`config.mk`:
```
export PLATFORM = sky130hd
export DESIGN_NAME = mmio_timer_responder
export DESIGN_NICKNAME = d
export VERILOG_FILES = /design/src/rtl/mmio_timer_responder_pkg.sv /design/src/rtl/mmio_timer_core.sv /design/src/rtl/mmio_timer_responder.sv
export SDC_FILE = /design/constraint.sdc
export NUM_CORES = 1
export LEC_CHECK = 0
export BUFFER_PORTS_ARGS = -buffer_cell sky130_fd_sc_hd__buf_2
export CAP_MARGIN = 20
export CORE_UTILIZATION = 35
export DETAILED_ROUTE_END_ITERATION = 12
export GPL_TIMING_DRIVEN = 1
export PLACE_DENSITY = 0.52
export SYNTH_ARGS = -nofsm -noshare
export SYNTH_HDL_FRONTEND = slang
export SYNTH_SLANG_ARGS = --single-unit
```
`constraint.sdc`:
```
create_clock -name clk -period 4.8 [get_ports clk]
set_input_delay 1.44 -clock clk [delete_from_list [all_inputs] [get_ports clk]]
set_output_delay 1.44 -clock clk [all_outputs]
set_load 0.1 [all_outputs]
```
`src/rtl/mmio_timer_responder_pkg.sv`:
```
// Shared constants for the MMIO timer responder: word offsets, CTRL bit
// positions and the default window base.
package mmio_timer_responder_pkg;

    localparam logic [31:0] BASE_ADDR_DEFAULT = 32'h0000_0400;

    localparam logic [2:0] OFF_LED     = 3'd0;
    localparam logic [2:0] OFF_CYC_LO  = 3'd1;
    localparam logic [2:0] OFF_CYC_HI  = 3'd2;
    localparam logic [2:0] OFF_LOAD    = 3'd3;
    localparam logic [2:0] OFF_VALUE   = 3'd4;
    localparam logic [2:0] OFF_CTRL    = 3'd5;
    localparam logic [2:0] OFF_STATUS  = 3'd6;
    localparam logic [2:0] OFF_SCRATCH = 3'd7;

    localparam int CTRL_W       = 3;
    localparam int CTRL_EN      = 0;
    localparam int CTRL_IRQ_EN  = 1;
    localparam int CTRL_AUTO    = 2;

endpackage

```
`src/rtl/mmio_timer_core.sv`:
```
// Down-counting timer: load/value/ctrl/expired plus decrement, reload and
// one-shot stop logic.
module mmio_timer_core
    import mmio_timer_responder_pkg::*;
(
    input  logic              clk,
    input  logic              rst_n,
    input  logic              wr_load,
    input  logic              wr_ctrl,
    input  logic              wr_status,
    input  logic [31:0]       wdata,
    output logic [31:0]       load,
    output logic [31:0]       value,
    output logic [CTRL_W-1:0] ctrl,
    output logic              expired
);

    logic en_rise;
    logic hw_expire;

    assign en_rise   = wr_ctrl & wdata[CTRL_EN] & ~ctrl[CTRL_EN];
    assign hw_expire = ctrl[CTRL_EN] & (value == 32'd0);

    always_ff @(posedge clk or negedge rst_n) begin
        if (!rst_n) begin
            load    <= '0;
            value   <= '0;
            ctrl    <= '0;
            expired <= 1'b0;
        end else begin
            if (wr_load) begin
                load <= wdata;
            end

            if (wr_load) begin
                value <= wdata;
            end else if (en_rise) begin
                value <= load;
            end else if (ctrl[CTRL_EN]) begin
                if (value != 32'd0) begin
                    value <= value - 32'd1;
                end else if (ctrl[CTRL_AUTO]) begin
                    value <= load;
                end
            end

            // Software write wins over the one-shot self-disable.
            if (wr_ctrl) begin
                ctrl <= wdata[CTRL_W-1:0];
            end else if (hw_expire & ~ctrl[CTRL_AUTO]) begin
                ctrl[CTRL_EN] <= 1'b0;
            end

            // Hardware set wins over a same-cycle W1C.
            if (hw_expire) begin
                expired <= 1'b1;
            end else if (wr_status & wdata[0]) begin
                expired <= 1'b0;
            end
        end
    end

endmodule

```
`src/rtl/mmio_timer_responder.sv`:
```
// MMIO responder on the core's data bus: address decode, zero-latency read
// mux, LED, 64-bit cycle counter with coherent high-word shadow, scratch.
module mmio_timer_responder
    import mmio_timer_responder_pkg::*;
#(
    parameter logic [31:0] BASE_ADDR = BASE_ADDR_DEFAULT,
    parameter int          LED_W     = 8
) (
    input  logic             clk,
    input  logic             rst_n,
    input  logic             W_en,
    input  logic             R_en,
    input  logic [31:0]      addr,
    input  logic [31:0]      din,
    output logic [31:0]      dout,
    output logic             hit,
    output logic [LED_W-1:0] led,
    output logic             irq
);

    logic [2:0]        off;
    logic              wr;
    logic              rd;
    logic [63:0]       cyc_cnt;
    logic [31:0]       hi_shadow;
    logic [31:0]       scratch;
    logic [31:0]       rdata;
    logic [31:0]       tmr_load;
    logic [31:0]       tmr_value;
    logic [CTRL_W-1:0] tmr_ctrl;
    logic              tmr_expired;
    logic [1:0]        unused_addr_lsb;

    assign unused_addr_lsb = addr[1:0];

    assign hit = (addr[31:5] == BASE_ADDR[31:5]);
    assign off = addr[4:2];
    assign wr  = W_en & hit;
    assign rd  = R_en & hit;

    mmio_timer_core u_core (
        .clk       (clk),
        .rst_n     (rst_n),
        .wr_load   (wr && (off == OFF_LOAD)),
        .wr_ctrl   (wr && (off == OFF_CTRL)),
        .wr_status (wr && (off == OFF_STATUS)),
        .wdata     (din),
        .load      (tmr_load),
        .value     (tmr_value),
        .ctrl      (tmr_ctrl),
        .expired   (tmr_expired)
    );

    always_ff @(posedge clk or negedge rst_n) begin
        if (!rst_n) begin
            led       <= '0;
            cyc_cnt   <= '0;
            hi_shadow <= '0;
            scratch   <= '0;
        end else begin
            cyc_cnt <= cyc_cnt + 64'd1;
            // Snapshot the high word alongside a low-word read so LO,HI pairs agree.
            if (rd && (off == OFF_CYC_LO)) begin
                hi_shadow <= cyc_cnt[63:32];
            end
            if (wr && (off == OFF_LED)) begin
                led <= din[LED_W-1:0];
            end
            if (wr && (off == OFF_SCRATCH)) begin
                scratch <= din;
            end
        end
    end

    always_comb begin
        rdata = '0;
        unique case (off)
            OFF_LED:     rdata = 32'(led);
            OFF_CYC_LO:  rdata = cyc_cnt[31:0];
            OFF_CYC_HI:  rdata = hi_shadow;
            OFF_LOAD:    rdata = tmr_load;
            OFF_VALUE:   rdata = tmr_value;
            OFF_CTRL:    rdata = 32'(tmr_ctrl);
            OFF_STATUS:  rdata = {31'd0, tmr_expired};
            OFF_SCRATCH: rdata = scratch;
            default:     rdata = '0;
        endcase
    end

    assign dout = rd ? rdata : 32'd0;
    assign irq  = tmr_expired & tmr_ctrl[CTRL_IRQ_EN];

endmodule

```
# Word level (Yosys, flattened, before mapping)
# Cells that the tools add are included.
[word_totals]
in_bits = 68
regBits = 204
latch_bits = 0
word_cells = 54
n_memories = 0
mem_bits_ro = 0
mem_bits_rw = 0
[classes]
div = 0
n_reduce_logical = 14
add_sub_neg = 2
n_shift = 0
eq_ne = 8
n_bitwise = 10
muxes = 11
order_cmp = 0
n_mul = 0
[ops]
columns = ["operator", "count"]
rows = [
  ["$pmux 32 s8", 1],
  ["$mux 32", 6],
  ["$add 64x1->64 const B", 1],
  ["$logic_not 32->1", 1],
  ["$reduce_bool 32->1", 1],
  ["$sub 32x1->32 const B", 1],
  ["$eq 27x6->1 const B", 1],
  ["$eq 3x3->1 const B", 4],
  ["$and 1x1->1", 8],
  ["$eq 3x2->1 const B", 2],
  ["$logic_and 1x1->1", 6],
  ["$mux 1", 4],
  ["$reduce_bool 2->1", 2],
  ["$reduce_bool 4->1", 1],
  ["$eq 3x1->1 const B", 1],
  ["$logic_not 3->1", 1],
  ["$reduce_bool 3->1", 1],
  ["$not 1->1", 2],
  ["$reduce_and 2->1", 1],
]

# Depth between registers and ports, before layout
[depth]
word_depth = 7
ltp_mapped = 12
ltp_nobuf = 9

# Hierarchy
# A second synthesis with hierarchy kept.
[unflattened]
hier_cells = 1070
area_unflattened_um2 = 11009.3
[modules_own_cells]
columns = ["module", "instances", "seq_area_each_um2", "area_per_inst_um2", "cells_each"]
rows = [
  ["mmio_timer_responder", 1, 3403.3, 7180.6, 634],
  ["mmio_timer_core", 1, 1701.6, 3828.7, 436],
]

# Least setup slack after synthesis
# OpenSTA, ideal clock, no wires.
[synth_path]
path_kind = "in2out"
start = "in addr[23]"
end = "out dout[11]"
arrival_ns = 6.294
cell_stages = 6
setup_slack_ns = -2.934
path_buffers = 1
path_cell_list = "nor4_1 > nand4_1 > nor2_1 > nand3_1 > clkbuf_1 > a211oi_1"
[synth_via]
elab_chain_len = 3
[synth_lines]
columns = ["item", "line", "source"]
rows = [
  ["start, declared", "mmio_timer_responder.sv:13", "input logic [31:0] addr,"],
  ["$eq 27x6->1", "mmio_timer_responder.sv:36", "assign hit = (addr[31:5] == BASE_ADDR[31:5]);"],
  ["via hit", "mmio_timer_responder.sv:16", "output logic hit,"],
  ["$and 1x1->1", "mmio_timer_responder.sv:39", "assign rd = R_en & hit;"],
  ["$mux 32", "mmio_timer_responder.sv:90", "assign dout = rd ? rdata : 32'd0;"],
  ["end, declared", "mmio_timer_responder.sv:15", "output logic [31:0] dout,"],
]
# The timed path passes the listed nets, and every way through them passes these cells.

# Final worst setup path
[layout_path]
start = "in addr[11]"
end = "out dout[5]"
[layout_via]
elab_chain_len = 3
[layout_lines]
columns = ["item", "line"]
rows = [
  ["$eq 27x6->1", "mmio_timer_responder.sv:36"],
  ["$and 1x1->1", "mmio_timer_responder.sv:39"],
  ["$mux 32", "mmio_timer_responder.sv:90"],
]
# Every way passes these cells.

==> out/qor.txt <==
initial antenna violation count = 0
final period utilization = 96.0%
clk sink count = 204
total gr overflow = 0
clk_skew = 8.42 ps
DIE AREA = 31200 um^2
Crit Path Max Fanout = 7
max cap viols = 0
DRC = 0
Gate Count Post-Synth = 1063
root buf cell = clkbuf_16
Final nets = 1234
Top FF cell, synth = dfrtp_1
total power draw = 3.64 mW
Max clock buf depth = 3
Skew-Pair Late Insertion Delay = 500 ps
min-delay src = cyc_cnt[63]$_DFF_PN0_
worst reg2reg startpoint = u_core.value[15]$_DFFE_PN0P_
RSZ-0062 raised after global routing = no
num ports = 110
DR iter-0 viols = 678
vias in the first global route = 8589
Seq/Total Area, Yosys = 47.9%
pwr dens = 271 nW/um^2
number of port buffers = 107
Global Route Usage Sum = 21.5%
ys async rst share = 100%
R2R Path End = u_core.value[7]$_DFFE_PN0P_
max-slew violation count = 0
cts bufs inserted = 25
Via density = 5.54
Leak Pwr = 6.00 nW
outcome = complete, no violations
DRT Pass-1 Iters = 5
Layout area overhead = 25.7%
Final Util = 45.0%
worst r2r path cells = 7
Post-Syn Nets = 1134
register bit total from synthesis = 204
critical path's top delay family = simple AND/OR/NAND/NOR gates
largest net degree at the start of global routing = 90
H-tree Lvls = 1
CTS Hold Buffers Added = 0
Hold Path Sink = cyc_cnt[63]$_DFF_PN0_
crit path buf inv count = 4
synthesized area per cell = 10.0 um^2
WL final = 32600 um
Yosys cell types = 58
CP Data Arrival Time = 3170 ps
number of synthesized flops with an enable pin = 0
Die X = 177 um
WL/cell = 20.7 um
crit path time final = 4610 ps
crit path cell chain = buf_2, nor4_2, nand3_1, nor2_4, buf_4, nand2_2, buf_4, nor2_4, buf_12
CTS tree = built
Core Region = 29800 um^2
number of rows in the core area = 63
Worst VDD drop = 205 uV
starting density of the core = 35.8%
hold path depth = 1
Final Hold Slack = 467 ps
DR vias = 8696
remaining antenna violation count = 0
Crit-path slowest cell = nor4_2
Crit. End Element = output pin
critical path startpoint category = input port
slew margin rel. = 31.4%
Die Y = 177 um
Worst Path Required = 3360 ps
first-pass GRT wire length = 51600 um
Worst-path clk slew = 60 ps
DPL Wire Length = 23400 um
Final setup viols = 0
Max Freq = 0.217 GHz
reg2reg setup slack = 1040 ps
Final Hold Fails = 0
synthesized area = 10700 um^2
layout cells sized above 1 = 29.0%
crit-path max cell delay = 310 ps
RePlAce Congestion = 0.877
Hold Crit Class = reg -> reg
postcts setup bufs = 0
WS Path Type = in -> out
Worst Tran Pin Value = 1030 ps
Syn. warnings = 0
n_diodes = 0
-- final cells by class --
type,instances,area [um^2]
Inverter,14,52.6
Tap cell,390,488
Clock inverter,7,37.5
Sequential cell,204,5100
Multi-Input combinational cell,778,5700
Fill cell,2838,16400
Timing Repair Buffer,140,1330
Clock buffer,37,701
-- cell families (layout without fill, tap and decap cells) --
family,Yosys count,after routing,share of synthesized area (%)
simple gates,376,376,17.2
flops,204,204,47.9
compound gates,224,224,14.3
buf+inv,81,198,3.43
xor+xnor,65,65,5.34
mux,110,110,11.5
fa+ha+maj,3,3,0.352
-- report_power, final --
part	leakage (nW)	internal, mW	total, mW	switching, mW
clock	0.364	1.00	1.73	0.729
sequential	2.80	1.72	1.72	0.0000000580
combinational	2.84	0.0544	0.183	0.129
-- cells in the mapped netlist (all sizes together) (3+ instances only) --
master	number	area share, %
clkbuf	43	1.5
a22oi	33	2.3
mux2	101	11
nor4	18	1.1
o21ai	71	3.6
dfrtp	204	48
or3	12	0.70
nand4	24	1.4
buf	24	1.4
mux2i	9	0.84
nand3	39	1.9
and4	7	0.57
nor4b	4	0.39
a211oi	32	2.3
nor3	30	1.4
a21o	3	0.28
and2	9	0.53
inv	14	0.49
xor2	22	1.8
or4	3	0.25
and3	13	0.76
or2	4	0.23
nand2	133	4.7
nand2b	4	0.23
a21oi	29	1.4
a22o	3	0.25
ha	3	0.35
o31ai	6	0.42
nor2	68	2.5
nor2b	6	0.35
a221oi	37	3.0
xnor2	43	3.5
-- metrics by stage --
stage	std cells	setup slack (ps)	setup TNS [ps]	area [um^2]
floorplan	1063	-636	-16490	11200
global placement	1526	167	0	12700
detailed placement	1526	127	0	12700
CTS	1570	120	0	13400
global route	1570	56.5	0	13400
finish	1570	190	0	13400
-- cell usage in the layout (no fill, tap or decap), drive strengths merged, types with 7 or more instances in the layout --
cell type / netlist / final
buf: 24 / 140
clkbuf: 43 / 37
inv: 14 / 14
nand4: 24 / 24
a221oi: 37 / 37
o21ai: 71 / 71
or3: 12 / 12
mux2: 101 / 101
nor2: 68 / 68
and4: 7 / 7
a22oi: 33 / 33
nor4: 18 / 18
xnor2: 43 / 43
nor3: 30 / 30
and2: 9 / 9
a21oi: 29 / 29
nand3: 39 / 39
dfrtp: 204 / 204
and3: 13 / 13
a211oi: 32 / 32
mux2i: 9 / 9
xor2: 22 / 22
nand2: 133 / 133
-- metal layers --
metal  vias up  share of wire, %  global-route usage (%)
met5         -                 0                       0
met4         0               2.2                    5.03
met2       210                45                    32.5
li1       4051                 -                       -
met1      4395                47                    32.4
met3        40               5.0                    2.61
-- registers in the layout, indices dropped and copies added, names as in the netlist --
register,cells
u_core.ctrl,3
cyc_cnt,64
u_core.value,32
u_core.expired,1
u_core.load,32
hi_shadow,32
led,8
scratch,32
-- what timing repair did --
action	CTS	global route
endpoints found under the setup margin	0	9
hold endpoints to repair	0	0
gates resized for setup	0	1
-- worst max-delay path by stage --
stage | start | endpoint | slack [ps] | cells after the start
after floorplan | addr[7] | dout[11] | -640 | 6
after global placement | addr[11] | dout[12] | 170 | 8
after detailed placement | addr[11] | dout[5] | 130 | 9
after CTS | addr[11] | dout[5] | 120 | 9
after global routing | addr[9] | dout[5] | 60 | 9
final | addr[11] | dout[5] | 190 | 9
Power figures use the tool's default switching activity.
